`src/rtl/mem_dma_copy_pkg.sv`:
```
// Shared types and constants for the mem_dma_copy block-copy engine.
package mem_dma_copy_pkg;

    localparam int AW_DEF    = 13;
    localparam int DW_DEF    = 16;
    localparam int LW_DEF    = 14;
    localparam int MEM_DEPTH = 8192;

    typedef enum logic [1:0] {
        ST_IDLE  = 2'd0,
        ST_READ  = 2'd1,
        ST_WRITE = 2'd2,
        ST_DONE  = 2'd3
    } state_t;

endpackage

```
`src/rtl/mem_dma_copy.sv`:
```
// Block-copy engine: reads and writes one word at a time, ascending, then pulses done.
// Optional running checksum of copied words when CHECKSUM_EN is defined.
module mem_dma_copy
    import mem_dma_copy_pkg::*;
#(
    parameter int AW = AW_DEF,
    parameter int DW = DW_DEF,
    parameter int LW = LW_DEF
) (
    input  logic          clk,
    input  logic          rst,
    input  logic          start,
    input  logic [AW-1:0] src_addr,
    input  logic [AW-1:0] dst_addr,
    input  logic [LW-1:0] len,
    output logic          busy,
    output logic          done,
    output logic          mem_read,
    output logic          mem_write,
    output logic [AW-1:0] mem_addr,
    output logic [DW-1:0] mem_wdata,
    input  logic [DW-1:0] mem_rdata
`ifdef CHECKSUM_EN
    ,
    output logic [DW-1:0] checksum
`endif
);

    state_t        state_r;
    logic [AW-1:0] src_r;
    logic [AW-1:0] dst_r;
    logic [LW-1:0] rem_r;
    logic [DW-1:0] buf_r;

    // The captured word is presented directly as write data during WRITE.
    assign mem_wdata = buf_r;

    // Copy FSM with its pointers and registered memory-side outputs.
    always_ff @(posedge clk or posedge rst) begin
        if (rst) begin
            state_r   <= ST_IDLE;
            src_r     <= {AW{1'b0}};
            dst_r     <= {AW{1'b0}};
            rem_r     <= {LW{1'b0}};
            buf_r     <= {DW{1'b0}};
            busy      <= 1'b0;
            done      <= 1'b0;
            mem_read  <= 1'b0;
            mem_write <= 1'b0;
            mem_addr  <= {AW{1'b0}};
        end else begin
            case (state_r)
                ST_IDLE: begin
                    if (start) begin
                        src_r <= src_addr;
                        dst_r <= dst_addr;
                        rem_r <= len;
                        if (len == LW'(0)) begin
                            state_r <= ST_DONE;
                            done    <= 1'b1;
                        end else begin
                            state_r  <= ST_READ;
                            busy     <= 1'b1;
                            mem_read <= 1'b1;
                            mem_addr <= src_addr;
                        end
                    end
                end
                ST_READ: begin
                    buf_r     <= mem_rdata;
                    state_r   <= ST_WRITE;
                    mem_read  <= 1'b0;
                    mem_write <= 1'b1;
                    mem_addr  <= dst_r;
                end
                ST_WRITE: begin
                    // Pointers wrap naturally at the address width.
                    src_r     <= src_r + AW'(1);
                    dst_r     <= dst_r + AW'(1);
                    rem_r     <= rem_r - LW'(1);
                    mem_write <= 1'b0;
                    if (rem_r == LW'(1)) begin
                        state_r  <= ST_DONE;
                        busy     <= 1'b0;
                        done     <= 1'b1;
                        mem_addr <= {AW{1'b0}};
                    end else begin
                        state_r  <= ST_READ;
                        mem_read <= 1'b1;
                        mem_addr <= src_r + AW'(1);
                    end
                end
                ST_DONE: begin
                    state_r <= ST_IDLE;
                    done    <= 1'b0;
                end
                default: begin
                    state_r   <= ST_IDLE;
                    busy      <= 1'b0;
                    done      <= 1'b0;
                    mem_read  <= 1'b0;
                    mem_write <= 1'b0;
                    mem_addr  <= {AW{1'b0}};
                end
            endcase
        end
    end

`ifdef CHECKSUM_EN
    // Modulo-2^DW sum of every word captured in READ; cleared on an accepted start.
    always_ff @(posedge clk or posedge rst) begin
        if (rst) begin
            checksum <= {DW{1'b0}};
        end else if (state_r == ST_IDLE && start) begin
            checksum <= {DW{1'b0}};
        end else if (state_r == ST_READ) begin
            checksum <= checksum + mem_rdata;
        end
    end
`endif

endmodule

```
`config.mk`:
```
export PLATFORM = sky130hd
export DESIGN_NAME = mem_dma_copy
export DESIGN_NICKNAME = d
export VERILOG_FILES = /design/src/rtl/mem_dma_copy_pkg.sv /design/src/rtl/mem_dma_copy.sv
export SDC_FILE = /design/constraint.sdc
export NUM_CORES = 1
export LEC_CHECK = 0
export CAP_MARGIN = 20
export CORE_MARGIN = 1.5
export CORE_UTILIZATION = 40
export DETAILED_ROUTE_END_ITERATION = 8
export GPL_ROUTABILITY_DRIVEN = 0
export GPL_TIMING_DRIVEN = 0
export PLACE_DENSITY = 0.66
export SYNTH_ARGS = -nofsm -noshare
export SYNTH_HDL_FRONTEND = slang
export SYNTH_SLANG_ARGS = --single-unit
```
`constraint.sdc`:
```
create_clock -name clk -period 3 [get_ports clk]
set_input_delay 0.6 -clock clk [delete_from_list [all_inputs] [get_ports clk]]
set_output_delay 0.6 -clock clk [all_outputs]
set_load 0.01 [all_outputs]
```
==> out/metrics.cfg <==
[power_and_ir_drop]
p_per_area_nw_per_um2 = 1160
peakVddDrop_mv = 0.387
clkPwrFrac_pct = 11.5
p_sw_w = 0.00284
netSwitchingFraction_pct = 45.0
pwr-share-seq_pct = 31.6
p_int_w = 0.00347
p_total_w = 0.00631
leakage_nw = 2.18
comb_power_share_pct = 56.9

[global_route]
grt_pass1_wl_um = 20300
antenna_found_initial = 0
overflow = 0
first_global_vias = 3899
grt_usage_pct = 23.5
grt_max_degree = 70

[worst_setup_path]
path_cells = inv_1 -> ha_1 -> clkinv_1 -> o21ai_0 -> clkbuf_1 -> buf_2 -> a21oi_1
crit_fanout = 10
cp.arrival_ns = 2.94
slowest_delay_ns = 0.63
cpMaxStageDelayCell = o21ai_0
required_ns = 3.23
worstSetupStartpointType = flop
endpoint_kind = flop
timing.rr.end = rem_r[6]$_DFFE_PP0P_
r2r_slack_ns = 0.30
reg2reg_from = state_r[0]$_DFFE_PP0N_
reg2reg_depth = 7
path_class = flop to flop

[drt]
drt_iter0_drc = 307
totalWireLength_um = 12600
vias_per_cell = 5.66
drtAntennaViolNets = 0
firstDrtPassIters = 5
wl_per_cell_um = 17.7
post-route-drc-count = 0
route.vias.total = 4027

[logic_synthesis]
synth_top_family_by_area = compound AO/OA/AOI/OAI gates
ys_ff_latch = 75
synth.mux.area_fraction_pct = 6.26
ys_seq_area_share_pct = 44.9
synthAdderAreaFrac_pct = 2.40
synth.cell_area_um2 = 4180
syn-mean-instance-area_um2 = 8.95
netlist_instances = 467
synth-edff-count = 0
yosys.area_share.simple_pct = 17.8
synth-compound-area-share_pct = 22.3
async_flop_share_pct = 100
yosys.area_share.xor_xnor_pct = 2.31
ys_warn_count = 0
synth_ff_type = dfrtp_1
synth.distinct_cells = 50
syn_nets = 534

[sta]
slew_viol_final = 0
finalCritPeriodShare_pct = 90.0
period_needed_ns = 2.70
rsz0062_at_grt = false
fmax_ghz = 0.370
slew_headroom_pct = 54.8
setup_ws_ns = 0.299
setup_viol = 0
hold_viol_final = 0
worst_clock_skew_ns = 0.00811
max_slew.worst_pin.slew_ns = 0.672

[clock_network]
clk_latency_ns = 0.36
clockBufferDepth = 2
path_clk_slew_ns = 0.07
post_cts_resized = 0
cts_htree_levels = 3
cts_buffers = 9
postCtsHoldBufs = 0
cts.sinks = 75
post_cts_buffers = 0
cts_root_buf = clkbuf_8
cts_tree = yes

[final_layout]
drive_gt1_share_pct = 7.48
area_growth_syn_to_layout_pct = 30.7
fillers = 974
ff_latch_area_um2 = 1880
multiInputGateArea_um2 = 2130
nets = 637
final_cell_area_um2 = 5460
diodes = 0

[placement]
numPortBuffers = 91
hpwl_um = 9160
pre_cts_slack_ns = 0.237
postPlaceCellArea_um2 = 5290

[worst_hold_path]
holdCritPathClass = primary input to asynchronous set/reset pin

[floorplanning]
die_width_um = 105
fp.dieH_um = 105
ios = 92
row_count = 37
coreArea_um2 = 10200
die_area_um2 = 11100
initial_core_util_pct = 40.8

[run]
cap_violations = 0

[run_status]
status = complete, no violations

## sequential cells by signal (all words and copies together), names as in the netlist
| signal | cells |
|---|---|
| mem_addr | 13 |
| src_r | 13 |
| done | 1 |
| dst_r | 13 |
| mem_wdata | 16 |
| mem_read | 1 |
| mem_write | 1 |
| state_r | 2 |
| busy | 1 |
| rem_r | 14 |
## final cells by class
cell class | instances | area share, %
multi-input cells | 349 | 39.0
clock inverters | 2 | 0.183
repair buffers | 92 | 17.2
well taps | 136 | 3.11
plain buffers | 33 | 2.45
inverters | 10 | 0.733
flip-flops and latches | 75 | 34.4
clock buffers | 14 | 2.98
## worst max path at each step
stage                                 startpoint                      end  slack (ns)  depth (start not counted)
after floorplan                              rst         busy$_DFFE_PP0P_        0.49                          1
after global placement                       rst     rem_r[3]$_DFFE_PP0P_       -0.86                          2
after detailed placement                  len[6]  mem_addr[0]$_DFFE_PP0P_        0.24                          6
after CTS                 state_r[0]$_DFFE_PP0N_     src_r[4]$_DFFE_PP0P_        0.27                          7
after global routing      state_r[0]$_DFFE_PP0N_     src_r[9]$_DFFE_PP0P_        0.12                          8
final                     state_r[0]$_DFFE_PP0N_     rem_r[6]$_DFFE_PP0P_        0.30                          7
## power groups by stage
stage | sequential (W) | clock [W] | combinational [W]
3_3_place_gp | 0.00197 | 0 | 0.00350
5_1_grt | 0.00206 | 0.000780 | 0.00393
6_report | 0.00200 | 0.000724 | 0.00359
3_5_place_dp | 0.00200 | 0 | 0.00359
4_1_cts | 0.00199 | 0.000739 | 0.00360
2_1_floorplan | 0.00201 | 0 | 0.00225
## kinds of logic (layout without fill, tap and decap cells)
group,count (synthesis),count (layout)
compound gates,152,152
xor+xnor,11,11
fa+ha+maj,8,8
buf+inv,43,151
flops,75,75
mux,24,24
simple gates,154,154
## cells in the mapped netlist, types with 5 or more instances
master	number	area [um2]
nand4_1	10	62.6
nor2_1	54	203
nor3_1	8	40.0
dfrtp_1	75	1880
o21ai_0	36	180
mux2_2	17	191
a21o_1	7	52.6
ha_1	8	100
a22o_1	12	105
clkbuf_1	24	90.1
nand2_1	40	150
nand2b_1	5	31.3
inv_1	9	33.8
nand3_1	16	80.1
mux2i_1	7	70.1
a21oi_1	55	275
xnor2_1	9	78.8
o211ai_1	12	90.1
o22ai_1	8	50.1
## per-layer routing
metal | GRT usage, % | vias to the layer above | wire (um)
met5 | 0 | - | 0
met4 | 12.4 | 0 | 376
met2 | 38.0 | 156 | 5930
li1 | - | 1899 | -
met3 | 3.15 | 28 | 726
met1 | 30.7 | 1944 | 5540
## critical path: cells and delay by family (launching register included)
family          cells  cell delay [ns]
compound gates      2             0.73
fa+ha+maj           1             0.24
buf+inv             4             1.18
flops               1             0.42
## placed cells by master (no fill, tap or decap), drive strengths merged, types with 4 or more instances in the layout
cell / netlist / routed
nand4: 11 / 11
mux2: 17 / 17
nor3: 8 / 8
nor4: 4 / 4
o21ai: 36 / 36
inv: 9 / 9
o22ai: 8 / 8
a31oi: 4 / 4
and4: 4 / 4
dfrtp: 75 / 75
a22o: 12 / 12
nand3: 17 / 17
a21o: 7 / 7
buf: 8 / 9
nand2: 40 / 40
clkdlybuf4s50: 0 / 91
nor2: 54 / 54
clkbuf: 25 / 39
nand2b: 5 / 5
mux2i: 7 / 7
o211ai: 13 / 13
ha: 8 / 8
xnor2: 9 / 9
and3: 4 / 4
a21oi: 55 / 55
## metrics by stage
step	setup TNS, ns	hold slack [ns]	instances	util (%)
global route	0	0.489	711	53.4
CTS	0	0.461	711	53.4
global placement	-64.18	0.462	694	51.4
floorplan	0	0.470	467	-
finish	0	0.471	711	53.4
detailed placement	0	0.469	695	51.7
Note: power is estimated with default switching activity, not from simulation.
==> edit (config.mk and constraints unchanged) <==
`AW_DEF`: 13 -> 15.
--- a/src/rtl/mem_dma_copy_pkg.sv
+++ b/src/rtl/mem_dma_copy_pkg.sv
@@ -3,3 +3,3 @@
 
-    localparam int AW_DEF    = 13;
+    localparam int AW_DEF    = 15;
     localparam int DW_DEF    = 16;
Interface: changed (resized dst_addr, mem_addr and src_addr); port bits go from 92 to 98. No check against the original RTL was run, so the function may have changed too.
==> edit against the unedited design <==
- wire length increased by 9.7%
- non-clock buffer count increased by 8
- count of clock-buffer cells in the layout decreased by 4
- synthesized area increased by 8.4%
- total power increased by 15%
- sequential cell count increased by 6
- cell area increased by 9.8%
- setup slack got worse by 0.044 ns
- largest cell class unchanged
- highest routed layer unchanged
==> edit: results (changes against the unedited design) <==
----------------------------------------------------
[Synthesis]
  Seq/Total Area, Yosys ... 44.8% (-0.15 points)
  Cell types with the largest area share after synthesis ... dfrtp_1, a21oi_1, o21ai_0
  Post-synth top cells ... dfrtp_1, a21oi_1, nand2_1
  Number of nets in the synthesized netlist ... 566 (+6.0%)

[Final layout]
  Number of multi-input combinational cells ... 367 (+5.2%)
  Clock-cell share of area ... 4.84% (+1.7 points)
  Final non-clock buffer share ... 19.1% (-0.57 points)
  Clock buffer cells ... 10 (-4)
  Multi-input gate share of the layout cell area ... 38.6% (-0.40 points)

[Power]
  Lkg Pwr ... 2.40 nW (+10%)
  Switch Pwr ... 0.00325 W (+14%)
  Maximum vdd ir drop ... 481 µV (+24%)

[Global routing]
  Met2 usage ... 38.6% (+0.60 points)
  Vias in the first global route ... 4296 (+10%)
  Fraction of met3 tracks used by global routing ... 4.27% (+1.1 points)

[Route]
  Initial detailed-routing violation count ... 385 (+25%)
  Met2 WL ... 6.43 mm (+8.4%)
  Wire length on met3 ... 1.08 mm (+48%)

[Status]
  Outcome ... finished clean

[Clock network]
  Clock network latency to the later pin of the worst-skew pair ... 0.34 ns (-0.02 ns)

[Worst setup path]
  Max stage delay cell, worst path ... buf_1

[Place]
  DPL Wire Length ... 10.1 mm (+11%)
  Minimum setup slack after placement ... -0.113 ns (-0.351 ns)
  IO buf count ... 97 (+6.6%)
  Placed instance count ... 733 (+5.5%)

[Timing]
  Smallest hold slack ... 0.479 ns (+0.00781 ns)
  Max frequency ... 364 MHz (-1.6%)

[Floorplanning]
  Standard-cell row count ... 38 (+2.7%)

----------------------------------------------------
edit: cell count changes in the layout (fill, tap and decap cells not counted), moves of 4 or more:
cell and change:
nand2_1 +9, nor2_1 -20, mux2i_1 +5, clkbuf_16 +9, o22ai_1 +10, a22o_1 -4, clkbuf_8 -10, clkdlybuf4s50_1 +6
dfrtp_1 +6
edit: cell families (layout without fill, tap and decap cells):
| logic type | after synthesis | count (layout) | share of synthesized area [%] |
|---|---|---|---|
| adder cells (fa/ha/maj) | 8 | 8 | 2.21 |
| multiplexers | 29 | 29 | 6.88 |
| AND/OR/NAND/NOR | 145 | 145 | 15.5 |
| AO/OA/AOI/OAI | 172 | 172 | 24.0 |
| buffers and inverters | 47 | 161 | 4.17 |
| XOR/XNOR | 13 | 13 | 2.51 |
| flip-flops | 81 | 81 | 44.8 |
